File: config.mk
export PLATFORM = sky130hd
export DESIGN_NAME = pi_gpio_regs
export DESIGN_NICKNAME = d
export VERILOG_FILES = /design/src/rtl/pi_gpio_pkg.sv /design/src/rtl/pi_gpio_sync.sv /design/src/rtl/pi_gpio_regs.sv
export SDC_FILE = /design/constraint.sdc
export NUM_CORES = 1
export LEC_CHECK = 0
export ABC_AREA = 1
export CAP_MARGIN = 20
export CORE_ASPECT_RATIO = 1.75
export CORE_MARGIN = 2
export CORE_UTILIZATION = 55
export CTS_CLUSTER_DIAMETER = 60
export DETAILED_ROUTE_END_ITERATION = 10
export PLACE_DENSITY = 0.79
export SYNTH_ARGS = -nofsm -noshare
export SYNTH_HDL_FRONTEND = slang
export SYNTH_SLANG_ARGS = --single-unit
File: constraint.sdc
create_clock -name i_clk -period 1.7 [get_ports i_clk]
set_input_delay 0.255 -clock i_clk [delete_from_list [all_inputs] [get_ports i_clk]]
set_output_delay 0.255 -clock i_clk [all_outputs]
set_load 0.02 [all_outputs]
File: src/rtl/pi_gpio_pkg.sv
// rtl/pi_gpio_pkg.sv - shared constants and byte-lane helpers for the Pi GPIO register block
package pi_gpio_pkg;

  // Header pin count
  localparam int GPIO_W = 28;

  // Base addresses of the four 32-bit register groups
  localparam logic [7:0] PI_GPIO_OE   = 8'h90;
  localparam logic [7:0] PI_GPIO_EDGE = 8'h94;
  localparam logic [7:0] PI_GPIO_DATA = 8'h98;
  localparam logic [7:0] PI_GPIO_IEN  = 8'h9C;

  // One-hot byte-lane select from address bits [1:0]
  function automatic logic [3:0] lane_sel(input logic [1:0] lane);
    return 4'b0001 << lane;
  endfunction

  // Extract the addressed little-endian byte of a 32-bit group
  function automatic logic [7:0] lane_byte(input logic [31:0] word, input logic [1:0] lane);
    logic [7:0] b;
    case (lane)
      2'd0:    b = word[7:0];
      2'd1:    b = word[15:8];
      2'd2:    b = word[23:16];
      default: b = word[31:24];
    endcase
    return b;
  endfunction

endpackage

File: src/rtl/pi_gpio_sync.sv
// rtl/pi_gpio_sync.sv - pin input synchronizer, history flop and registered edge detect
module pi_gpio_sync #(
  parameter int W      = 28,
  parameter int STAGES = 2
) (
  input  logic         i_clk,
  input  logic         i_reset,
  input  logic         i_en,
  input  logic [W-1:0] i_d,
  output logic [W-1:0] o_sync,
  output logic [W-1:0] o_edge
);

  logic [W-1:0] r_sync [STAGES];
  logic [W-1:0] r_hist;
  logic [W-1:0] r_edge;

  // Synchronizer chain, history flop and edge register; edges are suppressed
  // while i_en is low so the post-reset fill of the chain never looks like a pin edge
  always_ff @(posedge i_clk) begin
    if (i_reset) begin
      for (int s = 0; s < STAGES; s++) r_sync[s] <= '0;
      r_hist <= '0;
      r_edge <= '0;
    end else begin
      r_sync[0] <= i_d;
      for (int s = 1; s < STAGES; s++) r_sync[s] <= r_sync[s-1];
      r_hist <= r_sync[STAGES-1];
      r_edge <= i_en ? (r_sync[STAGES-1] ^ r_hist) : '0;
    end
  end

  assign o_sync = r_sync[STAGES-1];
  assign o_edge = r_edge;

endmodule

File: src/rtl/pi_gpio_regs.sv
// rtl/pi_gpio_regs.sv - register-mapped GPIO controller with edge capture and level interrupt
module pi_gpio_regs #(
  parameter int GPIO_W      = 28,
  parameter int SYNC_STAGES = 2
) (
  input  logic              i_clk,
  input  logic              i_reset,
  input  logic [7:0]        i_reg_addr,
  input  logic              i_reg_wr,
  input  logic [7:0]        i_reg_wdata,
  input  logic              i_reg_rd,
  output logic [7:0]        o_reg_rdata,
  output logic              o_reg_rvalid,
  output logic              o_reg_hit,
  output logic [GPIO_W-1:0] o_gpio_o,
  output logic [GPIO_W-1:0] o_gpio_t,
  input  logic [GPIO_W-1:0] i_gpio_i,
  output logic              o_irq
);

  import pi_gpio_pkg::*;

  localparam logic [1:0] ARM_LAST = 2'(SYNC_STAGES);

  logic [GPIO_W-1:0] r_oe;
  logic [GPIO_W-1:0] r_out_data;
  logic [GPIO_W-1:0] r_edge_status;
  logic [GPIO_W-1:0] r_edge_en;
  logic              r_irq;
  logic [7:0]        r_rdata;
  logic              r_rvalid;
  logic [1:0]        r_arm_cnt;
  logic              r_armed;

  logic              w_hit;
  logic [3:0]        w_lane_sel;
  logic [GPIO_W-1:0] w_mask;
  logic [GPIO_W-1:0] w_wdata;
  logic [GPIO_W-1:0] w_clr;
  logic [GPIO_W-1:0] w_sync;
  logic [GPIO_W-1:0] w_edge;
  logic [31:0]       w_rd_word;
  logic              w_wr_oe;
  logic              w_wr_edge;
  logic              w_wr_data;
  logic              w_wr_ien;

  assign w_hit      = (i_reg_addr[7:4] == PI_GPIO_OE[7:4]);
  assign w_lane_sel = lane_sel(i_reg_addr[1:0]);

  // Replicate the write byte across the group and build the per-pin lane mask
  for (genvar g = 0; g < GPIO_W; g++) begin : g_lane
    assign w_mask[g]  = w_lane_sel[g/8];
    assign w_wdata[g] = i_reg_wdata[g%8];
  end

  assign w_wr_oe   = i_reg_wr && w_hit && (i_reg_addr[3:2] == PI_GPIO_OE[3:2]);
  assign w_wr_edge = i_reg_wr && w_hit && (i_reg_addr[3:2] == PI_GPIO_EDGE[3:2]);
  assign w_wr_data = i_reg_wr && w_hit && (i_reg_addr[3:2] == PI_GPIO_DATA[3:2]);
  assign w_wr_ien  = i_reg_wr && w_hit && (i_reg_addr[3:2] == PI_GPIO_IEN[3:2]);
  assign w_clr     = w_wr_edge ? (w_wdata & w_mask) : '0;

  pi_gpio_sync #(
    .W      (GPIO_W),
    .STAGES (SYNC_STAGES)
  ) u_sync (
    .i_clk   (i_clk),
    .i_reset (i_reset),
    .i_en    (r_armed),
    .i_d     (i_gpio_i),
    .o_sync  (w_sync),
    .o_edge  (w_edge)
  );

  // Arming holdoff: count out the synchronizer fill after reset before trusting edges
  always_ff @(posedge i_clk) begin
    if (i_reset) begin
      r_arm_cnt <= '0;
      r_armed   <= 1'b0;
    end else if (!r_armed) begin
      if (r_arm_cnt == ARM_LAST) r_armed <= 1'b1;
      else                       r_arm_cnt <= r_arm_cnt + 2'd1;
    end
  end

  // Register file; a new edge wins over a same-cycle W1C on the same bit
  always_ff @(posedge i_clk) begin
    if (i_reset) begin
      r_oe          <= '0;
      r_out_data    <= '0;
      r_edge_status <= '0;
      r_edge_en     <= '0;
      r_irq         <= 1'b0;
    end else begin
      if (w_wr_oe)   r_oe       <= (r_oe & ~w_mask) | (w_wdata & w_mask);
      if (w_wr_data) r_out_data <= (r_out_data & ~w_mask) | (w_wdata & w_mask);
      if (w_wr_ien)  r_edge_en  <= (r_edge_en & ~w_mask) | (w_wdata & w_mask);
      r_edge_status <= (r_edge_status & ~w_clr) | w_edge;
      r_irq         <= |(r_edge_status & r_edge_en);
    end
  end

  // Read source select; the data group reads the synchronized pins, not out_data
  always_comb begin
    w_rd_word = '0;
    case (i_reg_addr[3:2])
      2'd0:    w_rd_word = 32'(r_oe);
      2'd1:    w_rd_word = 32'(r_edge_status);
      2'd2:    w_rd_word = 32'(w_sync);
      default: w_rd_word = 32'(r_edge_en);
    endcase
  end

  // Registered read port; data is captured from pre-write state and held until the next read
  always_ff @(posedge i_clk) begin
    if (i_reset) begin
      r_rdata  <= 8'h00;
      r_rvalid <= 1'b0;
    end else begin
      r_rvalid <= i_reg_rd;
      if (i_reg_rd) r_rdata <= w_hit ? lane_byte(w_rd_word, i_reg_addr[1:0]) : 8'h00;
    end
  end

  assign o_reg_hit    = w_hit;
  assign o_reg_rdata  = r_rdata;
  assign o_reg_rvalid = r_rvalid;
  assign o_gpio_o     = r_out_data;
  assign o_gpio_t     = ~r_oe;
  assign o_irq        = r_irq;

endmodule

==> flow_results.org <==
** Placement
- Number of I/O port buffers :: 114
- After legalization and detailed placement, the total HPWL measured 16600 um.
- Final RePlAce weighted congestion :: 0.966
- Area post-placement :: 0.0108 mm2

** Floorplanning
- Starting density of the core :: 56.0%
- Total die area :: 0.0172 mm2
- Core ar. :: 0.0159 mm2
- Num ports :: 115
- Width of the chip :: 100 um
- The floorplan has 61 rows.
- In this run the vertical extent of the chip is 172 um.

** Power and ir drop
- Relative contribution of combinational cells to total power :: 8.2%
- The analysis attributes to net switching a power of 2660 uW.
- The clock network accounts for 40.9% of the total power.
- In this run the power density over the cells is 1000 mW/mm2.
- Leakage power of the design :: 0.00476 uW
- Switching Fraction :: 23.3%
- Largest voltage drop on the vdd net :: 0.000899 V
- The internal power of the cells totals 8730 uW.
- Flop pwr share :: 50.9%

** Worst setup path
- The slowest stage of the critical path belongs to the cell sky130_fd_sc_hd__clkdlybuf4s50_1.
- The signal on the critical path passes through clkdlybuf4s50_1.
- Type of the worst setup path :: register to output port
- CP peak stage delay :: 0.60 ns
- For the worst setup path, the data arrival time is 1.41 ns.
- Req. time, crit path :: 1.44 ns
- Register-to-Register Path Depth :: 6
- In this run the number of cells on the critical path is 1.
- Largest fanout of any net on the critical path :: 2
- The worst setup path is captured at an output port.
- Together, buffers and inverters on the worst path number 1.
- Grouping stages by cell kind, the critical path spends the most delay in buffers and inverters.
- Nature of the critical path startpoint :: register

** CTS
- Number of buffers created by CTS :: 20
- Root Buffer Master :: sky130_fd_sc_hd__clkbuf_16
- Clock transition at the registers of the reported paths :: 0.07 ns
- CTS built an H-tree with a depth of 1.
- Counting every sink on the clock net gives 237.
- Clock tree from TritonCTS :: done
- Source-to-sink clock delay at the later pin of the worst-skew pair :: 0.51 ns
- The clock passes through at most 3 buffers.

** GRT
- Vias in the first global route :: 7674
- Gr ovfl total :: 0
- First-pass GRT wire length :: 37700 um
- Largest net degree at the start of global routing :: 88
- The number of antenna violations at the first check in global routing is 0.
- Total GRT Usage :: 27.7%

** Timing
- Final Slew Violations :: 0
- The clock arrives with 0.0228 ns of skew.
- Setup violations, final :: 0
- Final worst hold slack :: 0.113 ns
- The count of final hold-check violations came to 0.
- Clock period minus worst slack :: 1.67 ns
- At the pin with the least slew margin, the transition time is 0.396 ns.
- Final worst-path cycle share :: 98.0%
- Max Fclk :: 600 MHz
- RSZ-0062 raised after global routing :: false
- Headroom to the max-slew limit :: 73.6%

** Cells and area
- The repair_antennas step left the layout with diodes totalling 0.
- Number of nets in the layout :: 1365
- Share of cells above drive strength 1 :: 9.55%
- Summing all multi-input logic gate instances after layout gives 0.00329 mm2.
- The finished cells cover 0.0114 mm2.
- Filler instances :: 1272
- Sequential cell area :: 0.00474 mm2
- Layout Area Growth over Synthesis :: 28.0%

** Route
- Routed wire per std cell :: 15.6 um
- The pre-antenna-repair detailed-routing pass consisted of 5 iterations.
- Using the TritonRoute via totals, the vias-per-cell ratio works out to 5.31.
- DRC violation count after routing :: 0
- First-iteration detailed-routing DRC count :: 599
- Vias after detailed routing :: 8069
- Drt total wl :: 23700 um
- Antenna-violating nets left :: 0

** Synth
- Flop and latch count out of synthesis :: 237
- Avg Synthesized Cell Area :: 7.67 um2
- Biggest area contributors in the synthesized netlist :: sky130_fd_sc_hd__dfxtp_1 53%, sky130_fd_sc_hd__a21oi_1 8.3%, sky130_fd_sc_hd__nand2_1 6.8%
- The synthesized netlist occupies a cell area of 0.00889 mm2.
- Share of async-settable or async-resettable flops after synthesis :: 0%
- sky130_fd_sc_hd__dfxtp_1 takes more of the synthesized area than any other cell.
- Cell count after synthesis :: 1160
- Dominant cell by count in the synthesized netlist :: sky130_fd_sc_hd__dfxtp_1
- Sequential elements use 53.3% of the synthesized area.
- Yosys printed 0 warnings.
- Yosys mapped a number of flops with a built-in enable equal to 0.
- Synth Net Count :: 1209
- Most numerous cell types in the synthesized netlist :: 237 x sky130_fd_sc_hd__dfxtp_1, 160 x sky130_fd_sc_hd__nand2_1, 160 x sky130_fd_sc_hd__nor2_1
- The most used flip-flop cell after synthesis is sky130_fd_sc_hd__dfxtp_1.
- Share of the synthesized area in the top cell type :: 53.3%
- Counting distinct cell types in the post-synthesis netlist gives 23.

** Job
- Max-capacitance violation count :: 0

** Worst hold path
- Type of the worst min-delay path :: primary input to register
- Worst hold path cell count :: 2

** Outcome
- Result of the run :: finished clean
[stage by stage]
stage	instances	setup TNS (ns)	power (uW)	worst slack (ns)	utilization [%]
floorplan	1160	0	6390	0.208	-
global placement	1483	-20.85	6800	-0.229	67.8
detailed placement	1483	-24.30	6830	-0.296	67.8
CTS	1519	0	11500	0.000121	71.5
global route	1519	0	11800	0.00292	71.7
finish	1519	0	11400	0.0344	71.7
[power groups by stage]
stage,registers [uW],logic (uW),clock network [uW]
2_1_floorplan,5890,497,0
3_3_place_gp,5910,890,0
3_5_place_dp,5920,909,0
4_1_cts,5800,925,4740
5_1_grt,5810,1030,4950
6_report,5800,930,4660
[final timing paths]
check                                     startpoint              endpoint  slack [ns]
worst max-delay path                        register          o_gpio_o[11]        0.03
worst min-delay path                         i_reset  u_sync.r_sync[0][15]        0.11
worst max register to register  u_sync.r_sync[0][47]        o_reg_rdata[3]        0.51
worst min register to register   u_sync.r_sync[0][9]  u_sync.r_sync[0][37]        0.40
[metal layers]
metal | wire length, um | share of wire (%) | GRT usage [%]
met4 | 1300 | 5.5 | 14.5
met3 | 1420 | 6.0 | 2.83
met5 | 0 | 0 | 0
met1 | 9000 | 38 | 32.3
met2 | 12000 | 51 | 49.6
[layout by cell type, fill, tap and decap left out, drive strengths merged]
| cell type | n |
|---|---|
| dlygate4sd2 | 53 |
| clkinv | 11 |
| clkdlybuf4s50 | 49 |
| a22o | 6 |
| dlymetal6s2s | 10 |
| ha | 1 |
| nor3b | 1 |
| bufinv | 2 |
| clkinvlp | 1 |
| nand4 | 2 |
| xnor2 | 28 |
| dfxtp | 237 |
| o21ai | 89 |
| nor3 | 3 |
| xor2 | 1 |
| a21oi | 147 |
| nand3 | 102 |
| inv | 157 |
| nor2 | 162 |
| clkbuf | 26 |
| nand2 | 160 |
| buf | 82 |
[cell families after synthesis]
logic type	synth area share, %
compound gates	13.9
xor+xnor	2.86
fa+ha+maj	0.141
buf+inv	9.65
flops	53.3
simple gates	20.1
[final cells by class]
cell class	count	area share (%)
Sequential cell	237	41.7
Multi-Input combinational cell	702	28.9
Timing Repair Buffer	195	16.2
Inverter	160	5.28
Clock buffer	25	4.84
Tap cell	189	2.08
Clock inverter	11	1.04
[timing repair]
action | in CTS | in global routing
endpoints found under the hold margin | 0 | 0
setup endpoints to repair | 54 | 11
gates resized for setup | 54 | 12
hold buffers | 0 | 0
buffers inserted | 0 | 0
No activity file was read; power rests on OpenSTA's default activity.
